File: src/rtl/masked_and_hpc2_pipe_if.sv
// masked_and_hpc2_pipe_if: handshake bus for the masked AND gadget
// in_a/in_b/in_rnd/in_valid/in_ready: operand side; out_c/out_valid/out_ready: result side
interface masked_and_hpc2_pipe_if #(parameter int d = 2, parameter int W = 1);
  localparam int NRND = d*(d-1)/2*W;
  logic [d*W-1:0] in_a;
  logic [d*W-1:0] in_b;
  logic [NRND-1:0] in_rnd;
  logic in_valid;
  logic in_ready;
  logic [d*W-1:0] out_c;
  logic out_valid;
  logic out_ready;
  modport master (output in_a, in_b, in_rnd, in_valid, out_ready, input in_ready, out_c, out_valid);
  modport slave (input in_a, in_b, in_rnd, in_valid, out_ready, output in_ready, out_c, out_valid);
endinterface

File: src/rtl/masked_and_hpc2_pipe.sv
// masked_and_hpc2_pipe: d-share HPC2 masked AND, W lanes, 2-stage pipeline with valid/ready
// clk/rst: clock, async active-high reset; bus (slave): operand shares in, product shares out
(* keep_hierarchy = "yes" *)
module masked_and_hpc2_and #(parameter int W = 1) (
  input  logic [W-1:0] a,
  input  logic [W-1:0] b,
  output logic [W-1:0] y
);
  assign y = a & b;
endmodule

(* keep_hierarchy = "yes" *)
module masked_and_hpc2_andn #(parameter int W = 1) (
  input  logic [W-1:0] a,
  input  logic [W-1:0] b,
  output logic [W-1:0] y
);
  assign y = ~a & b;
endmodule

module masked_and_hpc2_pipe #(
  parameter int d = 2,
  parameter int W = 1,
  parameter int NRND = d*(d-1)/2*W
) (
  input logic clk,
  input logic rst,
  masked_and_hpc2_pipe_if.slave bus
);
  localparam int DW = d*W;
  localparam int PW = d*d*W;
  // pair (i,j) terms live at slot i*d+j; diagonal slots carry constant zero
  function automatic int pidx(input int i, input int j);
    int lo;
    int hi;
    lo = i < j ? i : j;
    hi = i < j ? j : i;
    return lo*d - lo*(lo+1)/2 + hi - lo - 1;
  endfunction
  logic en;
  logic [DW-1:0] a1_q, a1_d, b1_q, b1_d, p_q, p_d, p_n, c;
  logic [NRND-1:0] r1_q, r1_d;
  logic [PW-1:0] v1_q, v1_d, rr, u_q, u_d, u_n, w_q, w_d, w_n;
  logic vld1_q, vld1_d, vld2_q, vld2_d;
  always_comb begin
    en = !vld2_q || bus.out_ready;
    a1_d = en ? bus.in_a : a1_q;
    b1_d = en ? bus.in_b : b1_q;
    r1_d = en ? bus.in_rnd : r1_q;
    vld1_d = en ? bus.in_valid : vld1_q;
    vld2_d = en ? vld1_q : vld2_q;
    p_d = en ? p_n : p_q;
    u_d = en ? u_n : u_q;
    w_d = en ? w_n : w_q;
    v1_d = v1_q;
    rr = '0;
    for (int i = 0; i < d; i++)
      for (int j = 0; j < d; j++)
        if (i != j) begin
          if (en) v1_d[(i*d+j)*W +: W] = bus.in_b[j*W +: W] ^ bus.in_rnd[pidx(i, j)*W +: W];
          rr[(i*d+j)*W +: W] = r1_q[pidx(i, j)*W +: W];
        end
    c = p_q;
    for (int i = 0; i < d; i++)
      for (int j = 0; j < d; j++)
        c[i*W +: W] = c[i*W +: W] ^ u_q[(i*d+j)*W +: W] ^ w_q[(i*d+j)*W +: W];
  end
  for (genvar i = 0; i < d; i++) begin : g_s
    masked_and_hpc2_and #(.W(W)) u_p (.a(a1_q[i*W +: W]), .b(b1_q[i*W +: W]), .y(p_n[i*W +: W]));
    for (genvar j = 0; j < d; j++) begin : g_p
      masked_and_hpc2_andn #(.W(W)) u_u (.a(a1_q[i*W +: W]), .b(rr[(i*d+j)*W +: W]), .y(u_n[(i*d+j)*W +: W]));
      masked_and_hpc2_and #(.W(W)) u_w (.a(a1_q[i*W +: W]), .b(v1_q[(i*d+j)*W +: W]), .y(w_n[(i*d+j)*W +: W]));
    end
  end
  always_ff @(posedge clk or posedge rst)
    if (rst) begin
      a1_q <= '0;
      b1_q <= '0;
      r1_q <= '0;
      v1_q <= '0;
      vld1_q <= 1'b0;
      p_q <= '0;
      u_q <= '0;
      w_q <= '0;
      vld2_q <= 1'b0;
    end else begin
      a1_q <= a1_d;
      b1_q <= b1_d;
      r1_q <= r1_d;
      v1_q <= v1_d;
      vld1_q <= vld1_d;
      p_q <= p_d;
      u_q <= u_d;
      w_q <= w_d;
      vld2_q <= vld2_d;
    end
  assign bus.in_ready = en;
  assign bus.out_valid = vld2_q;
  assign bus.out_c = c;
endmodule

File: src/flat_wrapper.sv
// flat-port wrapper written by rule: the top's interface ports become plain ports
module masked_and_hpc2_pipe_flat 
#(
  parameter int d = 2,
  parameter int W = 1,
  parameter int NRND = d*(d-1)/2*W
)
  (clk, rst, bus_in_a, bus_in_b, bus_in_rnd, bus_in_valid, bus_out_ready, bus_in_ready, bus_out_c, bus_out_valid);
  masked_and_hpc2_pipe_if #(.d(d), .W(W)) bus_i ();
  input logic clk;
  input logic rst;
  input wire logic [$bits(bus_i.in_a)-1:0] bus_in_a;
  input wire logic [$bits(bus_i.in_b)-1:0] bus_in_b;
  input wire logic [$bits(bus_i.in_rnd)-1:0] bus_in_rnd;
  input wire logic [$bits(bus_i.in_valid)-1:0] bus_in_valid;
  input wire logic [$bits(bus_i.out_ready)-1:0] bus_out_ready;
  output wire logic [$bits(bus_i.in_ready)-1:0] bus_in_ready;
  output wire logic [$bits(bus_i.out_c)-1:0] bus_out_c;
  output wire logic [$bits(bus_i.out_valid)-1:0] bus_out_valid;
  assign bus_i.in_a = bus_in_a;
  assign bus_i.in_b = bus_in_b;
  assign bus_i.in_rnd = bus_in_rnd;
  assign bus_i.in_valid = bus_in_valid;
  assign bus_i.out_ready = bus_out_ready;
  assign bus_in_ready = bus_i.in_ready;
  assign bus_out_c = bus_i.out_c;
  assign bus_out_valid = bus_i.out_valid;
  masked_and_hpc2_pipe #(.d(d), .W(W), .NRND(NRND)) u_core (.clk(clk), .rst(rst), .bus(bus_i));
endmodule
File: config.mk
export PLATFORM = sky130hd
export DESIGN_NAME = masked_and_hpc2_pipe_flat
export DESIGN_NICKNAME = d
export VERILOG_FILES = /design/src/rtl/masked_and_hpc2_pipe_if.sv /design/src/rtl/masked_and_hpc2_pipe.sv /design/src/flat_wrapper.sv
export SDC_FILE = /design/constraint.sdc
export NUM_CORES = 1
export LEC_CHECK = 0
export CORE_ASPECT_RATIO = 1.1
export CORE_MARGIN = 4
export CORE_UTILIZATION = 35
export DETAILED_ROUTE_END_ITERATION = 10
export PLACE_DENSITY = 0.62
export SYNTH_ARGS = -nofsm -noshare
export SYNTH_HDL_FRONTEND = slang
export SYNTH_SLANG_ARGS = --single-unit
File: constraint.sdc
create_clock -name clk -period 3.28 [get_ports clk]
set_input_delay 0.492 -clock clk [delete_from_list [all_inputs] [get_ports clk]]
set_output_delay 0.492 -clock clk [all_outputs]
set_load 0.01 [all_outputs]
**Yosys cells after proc, flatten, opt, wreduce, memory -nomap -nowiden**

Cells that the tools add are included.

- Bitwise logic cells: 14
- Reductions and logical operators: 2

Operator list:

| cell | count |
|---|---|
| AND 1 bit | 6 |
| bitwise XOR 1 bit | 6 |
| inverter 1 bit | 2 |
| zero test 1 bit | 1 |
| logical OR 1 bit | 1 |

- Register bits after elaboration: 15

**Logic depth before layout (Yosys ltp)**

Gate-level depths: netlist (run 1).

- Depth after elaboration: 2
- Depth in mapped cells: 3
- Mapped depth without buffers: 2

**By module**

Netlist (run 1), hierarchy kept.

By module, submodules not included:

| module | area each (um^2) | cells an instance | times used |
|---|---|---|---|
| masked_and_hpc2_pipe_flat | 893.4 | 51 | 1 |
| masked_and_hpc2_andn | 13.8 | 1 | 4 |
| masked_and_hpc2_and | 6.3 | 1 | 6 |

**Least setup slack after synthesis (run 1)**

Ideal clock, no wire load.

- Path kind: register to output
- Start point: register u_core.w_q[0] (netlist name)
- End point: output port bus_out_c[0]
- Stages on the path, launching flop included: 3
- Arrival time: 0.955 ns
- Path slack: 1.833 ns
- Path through: dfrtp_1 xnor3_1 xnor2_1

RTL lines:

| what | line | RTL |
|---|---|---|
| to (decl) | flat_wrapper.sv:18 | `output wire logic [$bits(bus_i.out_c)-1:0] bus_out_c;` |

==> results of run 1 <==
==> per-layer routing <==
metal | routed length (um) | GRT usage, % | vias to the layer above | share of wire, %
met2 | 620 | 11.5 | 8 | 45
met3 | 46 | 1.22 | 2 | 3.3
met5 | 0 | 0 | - | 0
li1 | - | - | 232 | -
met4 | 34 | 6.80 | 0 | 2.5
met1 | 678 | 11.7 | 237 | 49
==> path summary, 6_finish.rpt <==
check                                            end  depth (start not counted)
worst min register to register  u_core.bus.out_valid                          1
worst max register to register         u_core.u_q[1]                          3
max in group asynchronous             u_core.a1_q[0]                          2
worst max-delay path                    bus_out_c[0]                          3
worst min-delay path            u_core.bus.out_valid                          1
min in group asynchronous              u_core.u_q[0]                          2
==> metrics by stage <==
stage	std cells	setup slack (ps)	util [%]	power (uW)	area, um2
global placement	106	1160	44.0	524	1140
detailed placement	106	1170	44.0	526	1140
CTS	110	986	45.1	644	1170
global route	110	881	45.1	672	1170
finish	110	1020	45.1	633	1170
floorplan	64	1830	-	453	997
==> worst reg2reg max path, stage by stage (launching register included) <==
cell and delay [ps]:
dfrtp_1 420, nand2b_4 80, buf_4 320, mux2_4 340
==> Yosys cell counts, drive strengths merged <==
cell type | number | share of area [%]
mux2 | 18 | 27
buf | 2 | 2.3
nor2b | 4 | 5.6
xor2 | 4 | 3.6
conb | 1 | 0.38
dfrtp | 19 | 48
inv | 1 | 0.38
xnor3 | 2 | 4.6
nand2b | 2 | 2.0
xnor2 | 2 | 1.8
and2 | 6 | 3.8
==> where the power goes <==
| group | internal, uW | total [uW] | leakage (uW) | switching [uW] |
|---|---|---|---|---|
| Clock | 47.2 | 115 | 0.0000150 | 67.4 |
| Sequential | 270 | 301 | 0.000233 | 31.1 |
| Combinational | 151 | 217 | 0.000334 | 66.4 |
==> kinds of logic (layout without fill, tap and decap cells) <==
family                    count (synthesis)  after routing
DFF                                      19             19
muxes                                    18             18
and+or+nand+nor                          12             12
xor gates and xnor gates                  8              8
buffers and inverters                     3             18
other                                     1              4
==> registers in the layout, summed over array words and instances (netlist names) <==
name,flops
u_core.a1_q,2
u_core.vld1_q,1
u_core.w_q,4
u_core.bus.out_valid,1
u_core.r1_q,1
u_core.u_q,4
u_core.v1_q,2
u_core.b1_q,2
u_core.p_q,2
==> area by class of cell <==
type	instances	area [um2]	area share [%]
Timing Repair Buffer	13	128	10.9
Sequential cell	19	475	40.7
Inverter	1	3.75	0.322
Clock buffer	4	26.3	2.25
Tap cell	31	38.8	3.32
Multi-Input combinational cell	42	495	42.4
==> reports/metrics.csv, run 1 <==
stage,metric,value,unit
run_status,run_status,finished clean,
sta,clock-skew-final,0.793,ps
setup_path,cp-end-kind,output pin,
routing,drt_first_pass_iters,2,
setup_path,start_kind,register,
setup_path,count_of_buffer_and_inverter_cells_on_the_critical_path,1,
clock_network,clock-root-buffer,clkbuf_4,
placed_design,port-buffer-count,12,
setup_path,critical_path.cell_chain,xnor3_1 -> xnor2_1 -> clkdlybuf4s50_1,
yosys,synthAdderAreaFrac,0,%
sta,worst_slack_on_hold_paths,479,ps
setup_path,cp_data_arrival_time,1760,ps
routing,remaining_drc_errors,0,
yosys,yosys_warnings,0,
final_layout,area_growth,18.4,%
clock_network,tritoncts_clock_tree,built,
clock_network,numCtsBuffers,3,
floorplan,design.core.area,2590,um2
power,power.static_leakage,0.000581,uW
grt,grt_start_max_net_pins,20,
yosys,synth-compound-area-share,0,%
grt,globalRouteTotalUtil,8.47,%
final_layout,n_antenna_cell,0,
final_layout,layout.cells.most_common,dfrtp_1,
setup_path,crit_slowest_cell,clkdlybuf4s50_1,
routing,number_of_nets_with_antenna_violations_after_routing,0,
clock_network,htree_levels,1,
routing,route.vias.total,479,
final_layout,final_nets,89,
clock_network,cts_setup_buffers,0,
power,vdd.ir_drop.worst,0.202,mV
routing,detail_route.wirelength,1.38,mm
setup_path,worstSetupStartpoint,u_core.w_q[0],
final_layout,layout_common_cells,"dfrtp_1, mux2_4, clkdlybuf4s50_1, and2_1",
yosys,synth-seq-cells,19,
placed_design,detailed_place_hpwl,966,um
yosys,synth_top_family_by_area,multiplexers,
setup_path,worstPathMaxFanout,2,
floorplan,floorplan.initialDensity,38.0,%
flow_run,cap_viol_max_count,0,
placed_design,gp_congestion,0.693,
clock_network,worst_skew_pair.late_latency,290,ps
yosys,synth.area.mux_share,27.4,%
sta,fin_setup_tns,0,ps
setup_path,critPathKind,reg2out,
grt,grt_pass1_wl,2.36,mm
final_layout,nFillCells,249,
routing,first_iter_violations,11,
sta,slew_viol_final,0,
setup_path,critPathTopFamily,buffers and inverters,
grt,global_route.overflow_total,0,
sta,grt_setup_unrepaired,false,
setup_path,rrSetupSlack,2020,ps
floorplan,row_count,19,
floorplan,die_footprint,3730,um2
hold_path,timing.hold.worst.class,reg2reg,
sta,finalSetupViolCount,0,
yosys,synth.lib_cells_used.distinct,12,
yosys,simple_gate_share_of_the_synthesized_area,11.4,%
sta,hold_viol,0,
routing,detail_route.wl_per_cell,12.5,um
power,power_per_cell_area,542,nW/um2
yosys,syn_area,986,um2
sta,tightestPinTransition,708,ps
sta,fmax,443,MHz
floorplan,die_width,58.6,um
grt,initial_antenna_violation_count,0,
clock_network,cts.hold.buffers_added,0,
floorplan,chip_height,63.7,um
routing,via_per_inst,4.35,
clock_network,clock_slew_at_the_register_clock_pins_of_the_worst_setup_and_hold_paths,100,ps
sta,period_minus_slack,2260,ps
setup_path,r2r-start,u_core.bus.out_valid,
sta,post-route-period-util,68.8,%
clock_network,cts_num_sinks,19,
sta,slew-limit-headroom,52.8,%
yosys,synth.avg_cell_area,16.2,um2
setup_path,cp_data_required_time,2790,ps
yosys,yosys.area_share.xor_xnor,9.90,%
hold_path,holdCritStartpoint,u_core.vld1_q,
clock_network,cts_repair_resize_count,0,
final_layout,drive_gt1_share,34.2,%
yosys,ys_seq_area_share,48.2,%
grt,first_global_vias,494,
yosys,syn-instance-count,61,
setup_path,worst_path_largest_cell_delay,560,ps
clock_network,cts_buffer_depth,2,
floorplan,io_pins,13,
(Power assumes the default switching activity.)
==> run 2, diff against run 1 <==
- PLACE_DENSITY: 0.62 -> 0.64
- clock period: 3.28 -> 2.05 ns (I/O delays scaled with it)
==> reports/metrics.csv, run 2 (synthesis results as in run 1) <==
stage,metric,value,unit
setup_path,rrSetupSlack,770,ps
routing,route.vias.total,489,
sta,period_minus_slack,1790,ps
clock_network,cts_num_sinks,19,
grt,first_global_vias,514,
floorplan,row_count,19,
power,p_sw_share,26.9,%
sta,slew_viol_final,0,
clock_network,cts_setup_buffers,0,
power,p_switching,267,uW
setup_path,cp_data_required_time,1740,ps
final_layout,final_nets,90,
power,power_per_cell_area,848,nW/um2
grt,initial_antenna_violation_count,0,
setup_path,cp_data_arrival_time,1490,ps
final_layout,n_antenna_cell,0,
power,p_int,727,uW
flow_run,cap_viol_max_count,0,
final_layout,layout.cells.most_common,dfrtp_1,
power,vdd.ir_drop.worst,0.477,mV
final_layout,area_growth,18.9,%
placed_design,port-buffer-count,12,
hold_path,timing.hold.worst.class,in2async,
sta,post-route-period-util,87.5,%
power,clock_power_share,19.0,%
routing,first_iter_violations,5,
grt,grt_pass1_wl,2.37,mm
routing,drt_first_pass_iters,2,
routing,detail_route.wl_per_cell,12.7,um
final_layout,drive_gt1_share,35.0,%
setup_path,start_kind,register,
clock_network,tritoncts_clock_tree,built,
setup_path,cp-end-kind,output pin,
grt,global_route.overflow_total,0,
clock_network,htree_levels,1,
clock_network,clock_slew_at_the_register_clock_pins_of_the_worst_setup_and_hold_paths,110,ps
clock_network,numCtsBuffers,3,
run_status,run_status,finished clean,
grt,grt_start_max_net_pins,20,
routing,detail_route.wirelength,1.41,mm
setup_path,worstSetupStartpoint,u_core.w_q[1],
grt,globalRouteTotalUtil,8.67,%
setup_path,r2r-start,u_core.bus.out_valid,
setup_path,crit_slowest_cell,dfrtp_1,
placed_design,gp_congestion,0.682,
floorplan,die_width,58.6,um
setup_path,critical_path.cell_chain,xnor3_1 -> xnor2_1 -> dlygate4sd2_1,
floorplan,design.core.area,2590,um2
placed_design,numPlacedInstances,107,
final_layout,layout.cells.non_filler,111,
floorplan,io_pins,13,
routing,remaining_drc_errors,0,
routing,via_per_inst,4.41,
clock_network,worst_skew_pair.late_latency,290,ps
power,power.static_leakage,0.000589,uW
final_layout,nFillCells,233,
setup_path,critPathKind,reg2out,
setup_path,worst_path_largest_cell_delay,430,ps
sta,hold_viol,0,
floorplan,die_footprint,3730,um2
final_layout,top_regs,"u_core.u_q x4, u_core.w_q x4",
sta,fin_setup_tns,0,ps
placed_design,detailed_place_hpwl,973,um
setup_path,worstPathMaxFanout,2,
clock_network,cts.hold.buffers_added,0,
final_layout,layout_common_cells,"dfrtp_1, mux2_4, clkdlybuf4s50_1, and2_1",
sta,fmax,557,MHz
setup_path,r2r_end,u_core.u_q[0],
power,seq_power_share,48.4,%
routing,number_of_nets_with_antenna_violations_after_routing,0,
setup_path,reg2reg_depth,3,
sta,grt_setup_unrepaired,false,
sta,finalSetupViolCount,0,
sta,clock-skew-final,4.08,ps
power,power.share.combinational,32.7,%
clock_network,clock-root-buffer,clkbuf_4,
clock_network,cts_buffer_depth,2,
floorplan,chip_height,63.7,um
floorplan,floorplan.initialDensity,38.0,%
==> run 2: changes by cell type in the layout (fill, tap and decap cells not counted), sizes merged <==
| cell | delta |
|---|---|
| dlygate4sd2 | +2 |
| buf | +1 |
| clkdlybuf4s50 | -2 |
==> run 2: final cells by class <==
class                           count  area, um2  share of cell area [%]
Timing Repair Buffer               14        133                    11.3
Sequential cell                    19        475                    40.6
Tap cell                           31       38.8                    3.31
Inverter                            1       3.75                   0.320
Multi-Input combinational cell     42        495                    42.3
Clock buffer                        4       26.3                    2.24
==> run 2: routing by layer <==
layer	global-route usage, %	share of wire, %	up-vias
li1	-	-	234
met1	11.4	48	244
met2	12.3	46	9
met3	2.65	4.9	2
met4	5.10	1.4	0
met5	0	0	-
==> run 2: critical path: cells and delay by family (launching register included) <==
family                 cells  cell delay [ps]
XOR/XNOR                   2              490
buffers and inverters      1              280
flip-flops                 1              430
==> run 2: through the flow <==
step	utilization (%)	cell area, um2	hold slack, ps	total power [uW]	setup WS [ps]
after global placement	44.3	1150	448	839	299
final	45.2	1170	322	994	256
after global routing	45.2	1170	391	1050	136
after CTS	45.2	1170	328	1010	231
after floorplan	-	997	259	724	788
after detailed placement	44.3	1150	464	843	300
==> run 2: worst max-delay path by stage <==
stage | end | slack [ps] | depth (start not counted)
3_5_place_dp | bus_out_c[1] | 300 | 3
5_1_grt | bus_out_c[1] | 140 | 3
3_3_place_gp | bus_out_c[1] | 300 | 3
4_1_cts | bus_out_c[1] | 230 | 3
6_report | bus_out_c[0] | 260 | 3
2_1_floorplan | bus_out_c[0] | 790 | 2
==> run 2: power groups by stage <==
stage / logic [uW] / clock network (uW) / registers (uW)
finish: 325 / 188 / 481
global placement: 352 / 0 / 487
detailed placement: 355 / 0 / 488
CTS: 331 / 194 / 482
global route: 352 / 211 / 490
floorplan: 248 / 0 / 476
==> run 2: timing repair <==
item,in CTS,in global routing
endpoints found under the hold margin,0,0
setup endpoints to repair,2,0
gates resized for setup,2,0
==> run 3, diff against run 2 <==
--- a/config.mk
+++ b/config.mk
@@ -9,4 +9,5 @@
 export CORE_MARGIN = 4
 export CORE_UTILIZATION = 35
+export CTS_CLUSTER_SIZE = 30
 export DETAILED_ROUTE_END_ITERATION = 10
 export PLACE_DENSITY = 0.64
==> constraint.sdc (replaced) <==
create_clock -name clk -period 2.05 [get_ports clk]
set_input_delay 0.41 -clock clk [delete_from_list [all_inputs] [get_ports clk]]
set_output_delay 0.41 -clock clk [all_outputs]
set_load 0.01 [all_outputs]
==> reports/metrics.csv, run 3 (synthesis results as in run 1) <==
stage,metric,value,unit
run_status,run_status,finished clean,
grt,initial_antenna_violation_count,0,
setup_path,critPathKind,in2out,
routing,number_of_nets_with_antenna_violations_after_routing,0,
placed_design,gp_congestion,0.680,
sta,finalSetupViolCount,0,
clock_network,cts_repair_resize_count,2,
clock_network,cts_buffer_depth,2,
clock_network,cts_setup_buffers,0,
setup_path,worstSetupStartpoint,bus_out_ready,
clock_network,clock-root-buffer,clkbuf_4,
sta,grt_setup_unrepaired,false,
final_layout,layout.cells.most_common,dfrtp_1,
setup_path,worstPathMaxFanout,2,
floorplan,die_footprint,3730,um2
sta,worst_slack_on_hold_paths,429,ps
routing,remaining_drc_errors,0,
final_layout,layout_common_cells,"dfrtp_1, mux2_4, clkdlybuf4s50_1, and2_1",
clock_network,numCtsBuffers,3,
routing,route.vias.total,490,
power,vdd.ir_drop.worst,0.510,mV
grt,grt_pass1_wl,2.42,mm
grt,first_global_vias,541,
floorplan,io_pins,13,
power,total_power_after_layout,988,uW
placed_design,numPlacedInstances,107,
final_layout,finish.instance_area,1170,um2
placed_design,detailed_place_hpwl,943,um
sta,clock-skew-final,8.92,ps
clock_network,clock_slew_at_the_register_clock_pins_of_the_worst_setup_and_hold_paths,110,ps
hold_path,timing.hold.worst.class,in2async,
flow_run,cap_viol_max_count,0,
setup_path,r2r_end,u_core.w_q[3],
floorplan,chip_height,63.7,um
floorplan,design.core.area,2590,um2
final_layout,area_growth,19.0,%
clock_network,htree_levels,1,
setup_path,r2r-start,u_core.bus.out_valid,
routing,first_iter_violations,4,
final_layout,n_antenna_cell,0,
setup_path,cp_data_arrival_time,1530,ps
power,power.static_leakage,0.000592,uW
clock_network,worst_skew_pair.late_latency,300,ps
floorplan,die_width,58.6,um
setup_path,rrSetupSlack,760,ps
sta,post-route-period-util,94.6,%
placed_design,port-buffer-count,12,
floorplan,floorplan.initialDensity,38.0,%
sta,slew_viol_final,0,
grt,globalRouteTotalUtil,8.76,%
setup_path,cp-end-kind,output pin,
sta,fmax,516,MHz
power,power_per_cell_area,842,nW/um2
setup_path,reg2reg_depth,3,
setup_path,cp_data_required_time,1640,ps
final_layout,nFillCells,233,
final_layout,layout.cells.non_filler,111,
routing,via_per_inst,4.41,
grt,grt_start_max_net_pins,20,
clock_network,cts_num_sinks,19,
routing,detail_route.wl_per_cell,12.1,um
routing,drt_first_pass_iters,2,
floorplan,row_count,19,
routing,detail_route.wirelength,1.34,mm
sta,fin_setup_tns,0,ps
clock_network,tritoncts_clock_tree,built,
sta,hold_viol,0,
setup_path,crit_path_end,bus_in_ready,
setup_path,start_kind,input pin,
final_layout,final_nets,90,
placed_design,postPlaceCellArea,1150,um2
final_layout,top_regs,"u_core.u_q x4, u_core.w_q x4",
grt,global_route.overflow_total,0,
final_layout,drive_gt1_share,36.3,%
sta,period_minus_slack,1940,ps
clock_network,cts.hold.buffers_added,0,
## run 3: cell count changes in the layout (fill, tap and decap cells not counted), sizes merged
cell	previous run	this run
clkbuf	4	3
clkinv	0	1
## run 3: through the flow
stage	utilization [%]	worst slack, ps
detailed placement	44.3	118
finish	45.3	111
global placement	44.3	104
global route	45.3	8.31
CTS	45.3	104
floorplan	-	685
## run 3: layout make-up
class	instances	area (um2)	area share [%]
Clock inverter	1	5.00	0.426
Timing Repair Buffer	14	133	11.3
Sequential cell	19	475	40.5
Multi-Input combinational cell	42	495	42.2
Inverter	1	3.75	0.320
Tap cell	31	38.8	3.30
Clock buffer	3	22.5	1.92
## run 3: worst max-delay path: stages
cell and delay, ps:
clkdlybuf4s50_1 460, nand2b_4 130, clkdlybuf4s50_1 530
## run 3: worst min-delay path by stage
stage / startpoint / end / slack, ps / depth (start not counted)
2_1_floorplan: rst / u_core.a1_q[0] / 360 / 1
3_3_place_gp: u_core.vld1_q / u_core.bus.out_valid / 450 / 1
3_5_place_dp: u_core.vld1_q / u_core.bus.out_valid / 460 / 1
4_1_cts: rst / u_core.bus.out_valid / 420 / 3
5_1_grt: rst / u_core.w_q[0] / 460 / 3
6_report: rst / u_core.w_q[0] / 430 / 3
## run 3: layer usage
| metal | share of wire [%] | vias to the layer above | wire length [um] | global-route usage (%) |
|---|---|---|---|---|
| met4 | 2.3 | 0 | 31 | 5.95 |
| met1 | 48 | 239 | 644 | 10.9 |
| met3 | 5.3 | 4 | 71 | 2.65 |
| met2 | 44 | 11 | 591 | 12.7 |
| met5 | 0 | - | 0 | 0 |
| li1 | - | 236 | - | - |
## run 3: power by group
part | switching, uW | internal, uW
registers | 47.6 | 432
clock network | 111 | 72.7
logic | 105 | 219
